===== config.mk =====
export PLATFORM = sky130hd
export DESIGN_NAME = instr_encoder
export DESIGN_NICKNAME = d
export VERILOG_FILES = /design/src/rtl/instr_encoder.sv
export SDC_FILE = /design/constraint.sdc
export NUM_CORES = 1
export LEC_CHECK = 0
export CORE_ASPECT_RATIO = 0.6
export CORE_UTILIZATION = 43
export CTS_CLUSTER_DIAMETER = 60
export DETAILED_ROUTE_END_ITERATION = 16
export GPL_TIMING_DRIVEN = 1
export HOLD_SLACK_MARGIN = 0.03
export PLACE_DENSITY = 0.87
export SYNTH_ARGS = -nofsm -noshare
export SYNTH_HDL_FRONTEND = slang
export SYNTH_SLANG_ARGS = --single-unit

===== constraint.sdc =====
create_clock -name clk -period 2 [get_ports clk]
set_input_delay 0.3 -clock clk [delete_from_list [all_inputs] [get_ports clk]]
set_output_delay 0.3 -clock clk [all_outputs]
set_load 0.01 [all_outputs]

===== src/rtl/instr_encoder.sv =====
// RV32I instruction encoder: packs a field bundle into a 32-bit word and hands it
// to an instruction-memory writer with a byte address and a running word count.
module instr_encoder #(
    parameter int unsigned ADDR_W    = 8,
    parameter int unsigned BASE_ADDR = 0
) (
    input  logic              clk,
    input  logic              rst_n,
    input  logic              clear,
    input  logic              in_valid,
    output logic              in_ready,
    input  logic [6:0]        opcode,
    input  logic [4:0]        rs1,
    input  logic [4:0]        rs2,
    input  logic [4:0]        rd,
    input  logic [2:0]        funct3,
    input  logic [31:0]       imm_in,
    output logic [31:0]       instruccion,
    output logic              out_valid,
    input  logic              out_ready,
    output logic [ADDR_W-1:0] mem_addr,
    output logic              err_opcode,
    output logic              err_rango,
    output logic [15:0]       n_instr
);

    localparam logic [ADDR_W-1:0] BASE = ADDR_W'(BASE_ADDR);

    localparam logic [6:0] OPC_IMM    = 7'b0010011;
    localparam logic [6:0] OPC_LOAD   = 7'b0000011;
    localparam logic [6:0] OPC_JALR   = 7'b1100111;
    localparam logic [6:0] OPC_LUI    = 7'b0110111;
    localparam logic [6:0] OPC_AUIPC  = 7'b0010111;
    localparam logic [6:0] OPC_OP     = 7'b0110011;
    localparam logic [6:0] OPC_STORE  = 7'b0100011;
    localparam logic [6:0] OPC_BRANCH = 7'b1100011;
    localparam logic [6:0] OPC_JAL    = 7'b1101111;

    typedef enum logic {IDLE, HOLD} state_t;
    state_t state, state_d;

    logic        accept, handoff;
    logic [31:0] enc_word;
    logic        enc_eop, enc_erng;
    logic        i_ok, b_ok, j_ok;

    always_comb begin
        state_d   = state;
        in_ready  = (state == IDLE);
        out_valid = (state == HOLD);
        accept    = 1'b0;
        handoff   = 1'b0;
        case (state)
            IDLE: if (in_valid) begin
                accept  = 1'b1;
                state_d = HOLD;
            end
            HOLD: if (out_ready) begin
                handoff = 1'b1;
                state_d = IDLE;
            end
            default: state_d = IDLE;
        endcase
    end

    // Range checks: sign-extension bits above the encodable field must all match.
    always_comb begin
        i_ok     = (&imm_in[31:11]) | ~(|imm_in[31:11]);
        b_ok     = ((&imm_in[31:12]) | ~(|imm_in[31:12])) & ~imm_in[0];
        j_ok     = ((&imm_in[31:20]) | ~(|imm_in[31:20])) & ~imm_in[0];
        enc_word = '0;
        enc_eop  = 1'b0;
        enc_erng = 1'b0;
        case (opcode)
            OPC_IMM, OPC_LOAD: begin
                enc_word = {imm_in[11:0], rs1, funct3, rd, opcode};
                enc_erng = ~i_ok;
            end
            OPC_JALR: begin
                enc_word = {imm_in[11:0], rs1, 3'b000, rd, opcode};
                enc_erng = ~i_ok;
            end
            OPC_LUI, OPC_AUIPC: begin
                enc_word = {imm_in[31:12], rd, opcode};
                enc_erng = |imm_in[11:0];
            end
            OPC_OP: begin
                enc_word = {imm_in[6:0], rs2, rs1, funct3, rd, opcode};
                enc_erng = |imm_in[31:7];
            end
            OPC_STORE: begin
                enc_word = {imm_in[11:5], rs2, rs1, funct3, imm_in[4:0], opcode};
                enc_erng = ~i_ok;
            end
            OPC_BRANCH: begin
                enc_word = {imm_in[12], imm_in[10:5], rs2, rs1, funct3,
                            imm_in[4:1], imm_in[11], opcode};
                enc_erng = ~b_ok;
            end
            OPC_JAL: begin
                enc_word = {imm_in[20], imm_in[10:1], imm_in[11], imm_in[19:12],
                            rd, opcode};
                enc_erng = ~j_ok;
            end
            default: begin
                enc_word = 32'h0000_0013;
                enc_eop  = 1'b1;
            end
        endcase
    end

    always_ff @(posedge clk) begin
        if (!rst_n) begin
            state <= IDLE;
        end else if (clear) begin
            state <= IDLE;
        end else begin
            state <= state_d;
        end
    end

    always_ff @(posedge clk) begin
        if (!rst_n) begin
            instruccion <= '0;
            err_opcode  <= 1'b0;
            err_rango   <= 1'b0;
            mem_addr    <= BASE;
            n_instr     <= '0;
        end else if (clear) begin
            mem_addr <= BASE;
            n_instr  <= '0;
        end else begin
            if (accept) begin
                instruccion <= enc_word;
                err_opcode  <= enc_eop;
                err_rango   <= enc_erng;
            end
            if (handoff) begin
                mem_addr <= mem_addr + ADDR_W'(4);
                n_instr  <= n_instr + 16'd1;
            end
        end
    end

endmodule


Yosys cells after proc, flatten, opt, wreduce, memory -nomap -nowiden --
Cells that the tools add are included. W data, S select, Z words.
Storage, ports and cells: register bits after elaboration 59, input port bits 62, logic and storage cells 55
Operators by class: $add $sub $neg 2, equality and inequality tests 9, muxes and demuxes 9, bitwise logic cells 15, reduce and logical (&&, ||, !) cells 14
Operators with widths (count):
- $pmux W32 S7 | 1
- $reduce_or A25 Y1 | 1
- $reduce_or A12 Y1 | 2
- $eq A7 B6 Y1 const B | 3
- $eq A7 B7 Y1 const B | 3
- $reduce_and A21 Y1 | 1
- $reduce_or A21 Y1 | 1
- $reduce_and A20 Y1 | 1
- $reduce_or A20 Y1 | 1
- $add A16 B1 Y16 const B | 1
- $eq A7 B5 Y1 const B | 2
- $reduce_and A12 Y1 | 1
- $not A1 Y1 | 10
- $reduce_or A9 Y1 | 1
- $add A8 B3 Y8 const B | 1
- $eq A7 B2 Y1 const B | 1
- $mux W1 | 6
- $reduce_or A2 Y1 | 3
- $pmux W1 S5 | 1
- $reduce_or A4 Y1 | 1
- $or A1 B1 Y1 | 3
- $and A1 B1 Y1 | 2
- $pmux W1 S2 | 1
- $reduce_and A2 Y1 | 1

Depth between registers and ports, before layout --
depth after elaboration 6, mapped depth 7, gate-level depth less buffers 6

Least setup slack after synthesis --
Ideal clock, no wire load.
path kind input -> register, from input port opcode[5], to register instruccion[14], library setup time 0.132 ns, arrival 1.429 ns, required time 1.868 ns, setup slack 0.439 ns, stages 6, buffers on the path 1, cells stage by stage buf_2 > and4b_1 > and3_4 > a21o_4 > a221oi_1 > nor3_1
Between the ends: cells in the longest elaborated chain, start to end 3, elaborated cells on any way between the ends 12, classes of those cells eq/ne (9); mux (1); reduce/logical (2)
Ends and longest elaborated chain:
- start, declared | RTL line 12 | input logic [6:0] opcode,
- $eq A7 B6 Y1, or another cell as far along | RTL line 74 | case (opcode)
- $reduce_or A2 Y1 | RTL line 74
- $pmux W32 S7 (*) | RTL line 74
- end signal, assigned | RTL line 134 | instruccion <= enc_word;
- end, declared | RTL line 18 | output logic [31:0] instruccion,
Mark *: on every way between the ends. The rest lies on a longest branch, timed or not. A chain may end at the register's enable or synchronous reset.

Final worst setup path --
from input port opcode[5], to register instruccion[13]
The elaborated chain is that of the path after synthesis.

==> flow_summary.toml <==
[outcome]
outcome = "finished, final reports clean"

[clocking]
cts_tree = "done"
insertion_delay_ns = 0.33
cts_sinks = 57
cts_root_buffer = "clkbuf_8"
clkTransAtPathRegs_ns = 0.06
ctsLongestPathBuffers = 2
htreeDepth = 3
cts_made_buffers = 9

[power]
switching_share_pct = 25.63
powerDensity_nw_per_um2 = 584.6
p_clk_share_pct = 36.9
pwr-share-comb_pct = 18.8
p_leak_nw = 1.676
vdd_ir_drop_max_mv = 0.4616
power.switching_w = 0.0006973
seqPwrFrac_pct = 44.3
p_int_w = 0.002023

[hold_path]
min_path_type = "reg2reg"
hold_path_depth = 2
min_to = "instruccion[3]"
hp-start = "instruccion[3]"

[drt]
drc = 0
wirelength_mm = 10.76
first_iter_violations = 318
first_pass_iters = 5
ant_nets = 0
vias = 3445
wl_per_cell_um = 18.35
vias_per_cell = 5.879

[sta]
slew_headroom_pct = 66.56
setup_viol = 0
fin_crit_sh_pct = 93.54
worst_pin_slew_ns = 0.4962
fin_ws_ns = 0.1292
fin_skew_ns = 0.003169
finalCriticalPeriod_ns = 1.871
timing.fmax_mhz = 534.5
hold_viol_final = 0
rsz0062_at_grt = "no"
slew_viol_final = 0

[logic_synthesis]
seq_area_frac_synth_pct = 39.45
synth_cells = 338
ys_async_sr_fraction_pct = 0
syn_area_um2 = 2893
yosysTopAreaCell = "dfxtp_1"
synth_ff_type = "dfxtp_1"
yosys_warnings = 0
avgSynthCellArea_um2 = 8.559
synth_edf_count = 0
synthTopCellsByArea = "dfxtp_1 39%, nor2_1 6.5%, a221oi_1 4.8%, a222oi_1 3.5%, nor3_1 3.5%"
synth_common_cells = "57 x dfxtp_1, 50 x nor2_1, 24 x nand2_1"
yosysUniqueCellTypes = 53
synth_most_common_cell = "dfxtp_1"
ys_ff_latch = 57
synth_top_cell_area_share_pct = 39.45

[die]
initial_utilization_pct = 45.89
die_x_um = 107.9
die_area_um2 = 7071
io_pins = 122
rows = 22
coreArea_um2 = 6304
die_h_um = 65.54

[critical_path]
path_class = "in2reg"
end_kind = "flop"
max_stage_delay_ns = 0.54
worst-path-max-fanout = 8
rrSetupSlack_ns = 0.36
cp-start-kind = "primary input"
reg2reg_to = "n_instr[14]"
r2r_start = "n_instr[0]"
crit_arrival_ns = 2.08
cp_cell_sequence = "clkdlybuf4s50_1 > and4b_1 > and3_4 > a21o_4 > a221oi_1 > nor3_1"
slowest_stage = "clkdlybuf4s50_1"
crit_required_ns = 2.20
reg2reg_depth = 6

[placed_design]
gp_congestion = 0.9674
place_ws_ns = -0.2636
place_hpwl_mm = 8.380
port_buffers = 119

[cells_and_area]
final_util_pct = 73.82
area_delta_synth_final_pct = 60.86
drive_gt1_share_pct = 15.54
antennaDiodeCount = 0
final_nets = 562

[global_route]
antenna_found_initial = 0
grt_max_degree = 30
gr-usage-all-layers_pct = 31.61
grt_pass1_vias = 3230
grt_overflow = 0
grt_pass1_wl_mm = 16.87

[job]
cap_violations = 0
-- how the worst max path moves through the flow --
stage               startpoint  cells after the start  slack [ns]         endpoint
finish               opcode[5]                      6        0.13  instruccion[13]
floorplan            opcode[5]                      6        0.44  instruccion[14]
global route         opcode[4]                      7        0.02  instruccion[13]
detailed placement   opcode[3]                      6       -0.26  instruccion[10]
CTS                  opcode[3]                      6        0.07  instruccion[10]
global placement     opcode[3]                      6       -0.26   instruccion[8]
-- state kept, by name (all words and copies together), names as in the netlist --
| signal | cells |
|---|---|
| out_valid | 1 |
| err_opcode | 1 |
| n_instr | 16 |
| mem_addr | 6 |
| instruccion | 32 |
| err_rango | 1 |
-- timing repair --
| action | in CTS | in global routing |
|---|---|---|
| gates resized for setup | 0 | 1 |
| endpoints found under the hold margin | 0 | 0 |
| endpoints found under the setup margin | 0 | 5 |
| hold buffers | 0 | 0 |
| setup buffers | 0 | 0 |
-- placed cells by master, fill, tap and decap left out, types with 4 or more instances in the layout --
master	Yosys	final
nor3_1	20	19
nor2_1	50	50
nand3_1	7	7
clkdlybuf4s50_1	0	119
inv_1	5	5
nor4_1	8	8
buf_4	4	49
a222oi_1	10	10
nand4_1	10	10
a211oi_1	13	13
a221oi_1	16	16
dfxtp_1	57	57
xor2_1	8	8
a21oi_1	13	13
nor4_2	4	4
xnor2_1	7	7
o21ai_1	7	7
or3_1	6	6
clkbuf_8	0	9
nand2_1	24	24
o21ai_0	9	9
-- routing by layer --
layer	GRT usage, %	wire (um)	up-vias
li1	-	-	1598
met1	45.58	5264	1642
met4	5.993	98	0
met5	0	0	-
met3	6.647	825	15
met2	48.48	4567	190
-- cells by family after synthesis --
group           Yosys count  share of synthesized area [%]
other cells               1                         0.1296
xor+xnor                 15                          4.542
compound gates           84                          22.10
buf+inv                  26                          4.412
flops                    57                          39.45
fa+ha+maj                 2                         0.8649
simple gates            151                          27.73
mux                       2                         0.7785
-- worst max-delay path: cells and delay by family --
kind,cells,cell delay [ns]
compound gates,2,0.64
buf+inv,1,0.54
simple gates,3,0.59
-- stage by stage --
stage,cells,cell area [um^2],setup TNS [ns],power [W],hold WS [ns]
floorplan,339,2897,0,0.001395,0.4357
global placement,571,4472,-1.839,0.001721,0.4458
detailed placement,571,4472,-2.132,0.001729,0.4650
CTS,586,4648,0,0.002722,0.4770
global route,586,4653,0,0.002815,0.4984
finish,586,4653,0,0.002720,0.4751
-- layout make-up --
type	instances	area [um^2]
Clock inverter	4	45.04
Multi-Input combinational cell	256	1633
Sequential cell	57	1141
Inverter	5	18.77
Fill cell	500	1650
Timing Repair Buffer	169	1579
Clock buffer	11	131.4
Tap cell	84	105.1
-- power by group through the flow --
| stage | sequential [W] | clock (W) | combinational, W |
|---|---|---|---|
| 2_1_floorplan | 0.00124 | 0 | 0.000152 |
| 4_1_cts | 0.00120 | 0.00101 | 0.000505 |
| 3_5_place_dp | 0.00123 | 0 | 0.000501 |
| 5_1_grt | 0.00121 | 0.00106 | 0.000547 |
| 3_3_place_gp | 0.00123 | 0 | 0.000495 |
| 6_report | 0.00121 | 0.00100 | 0.000512 |
No activity file was read; power rests on OpenSTA's default activity.
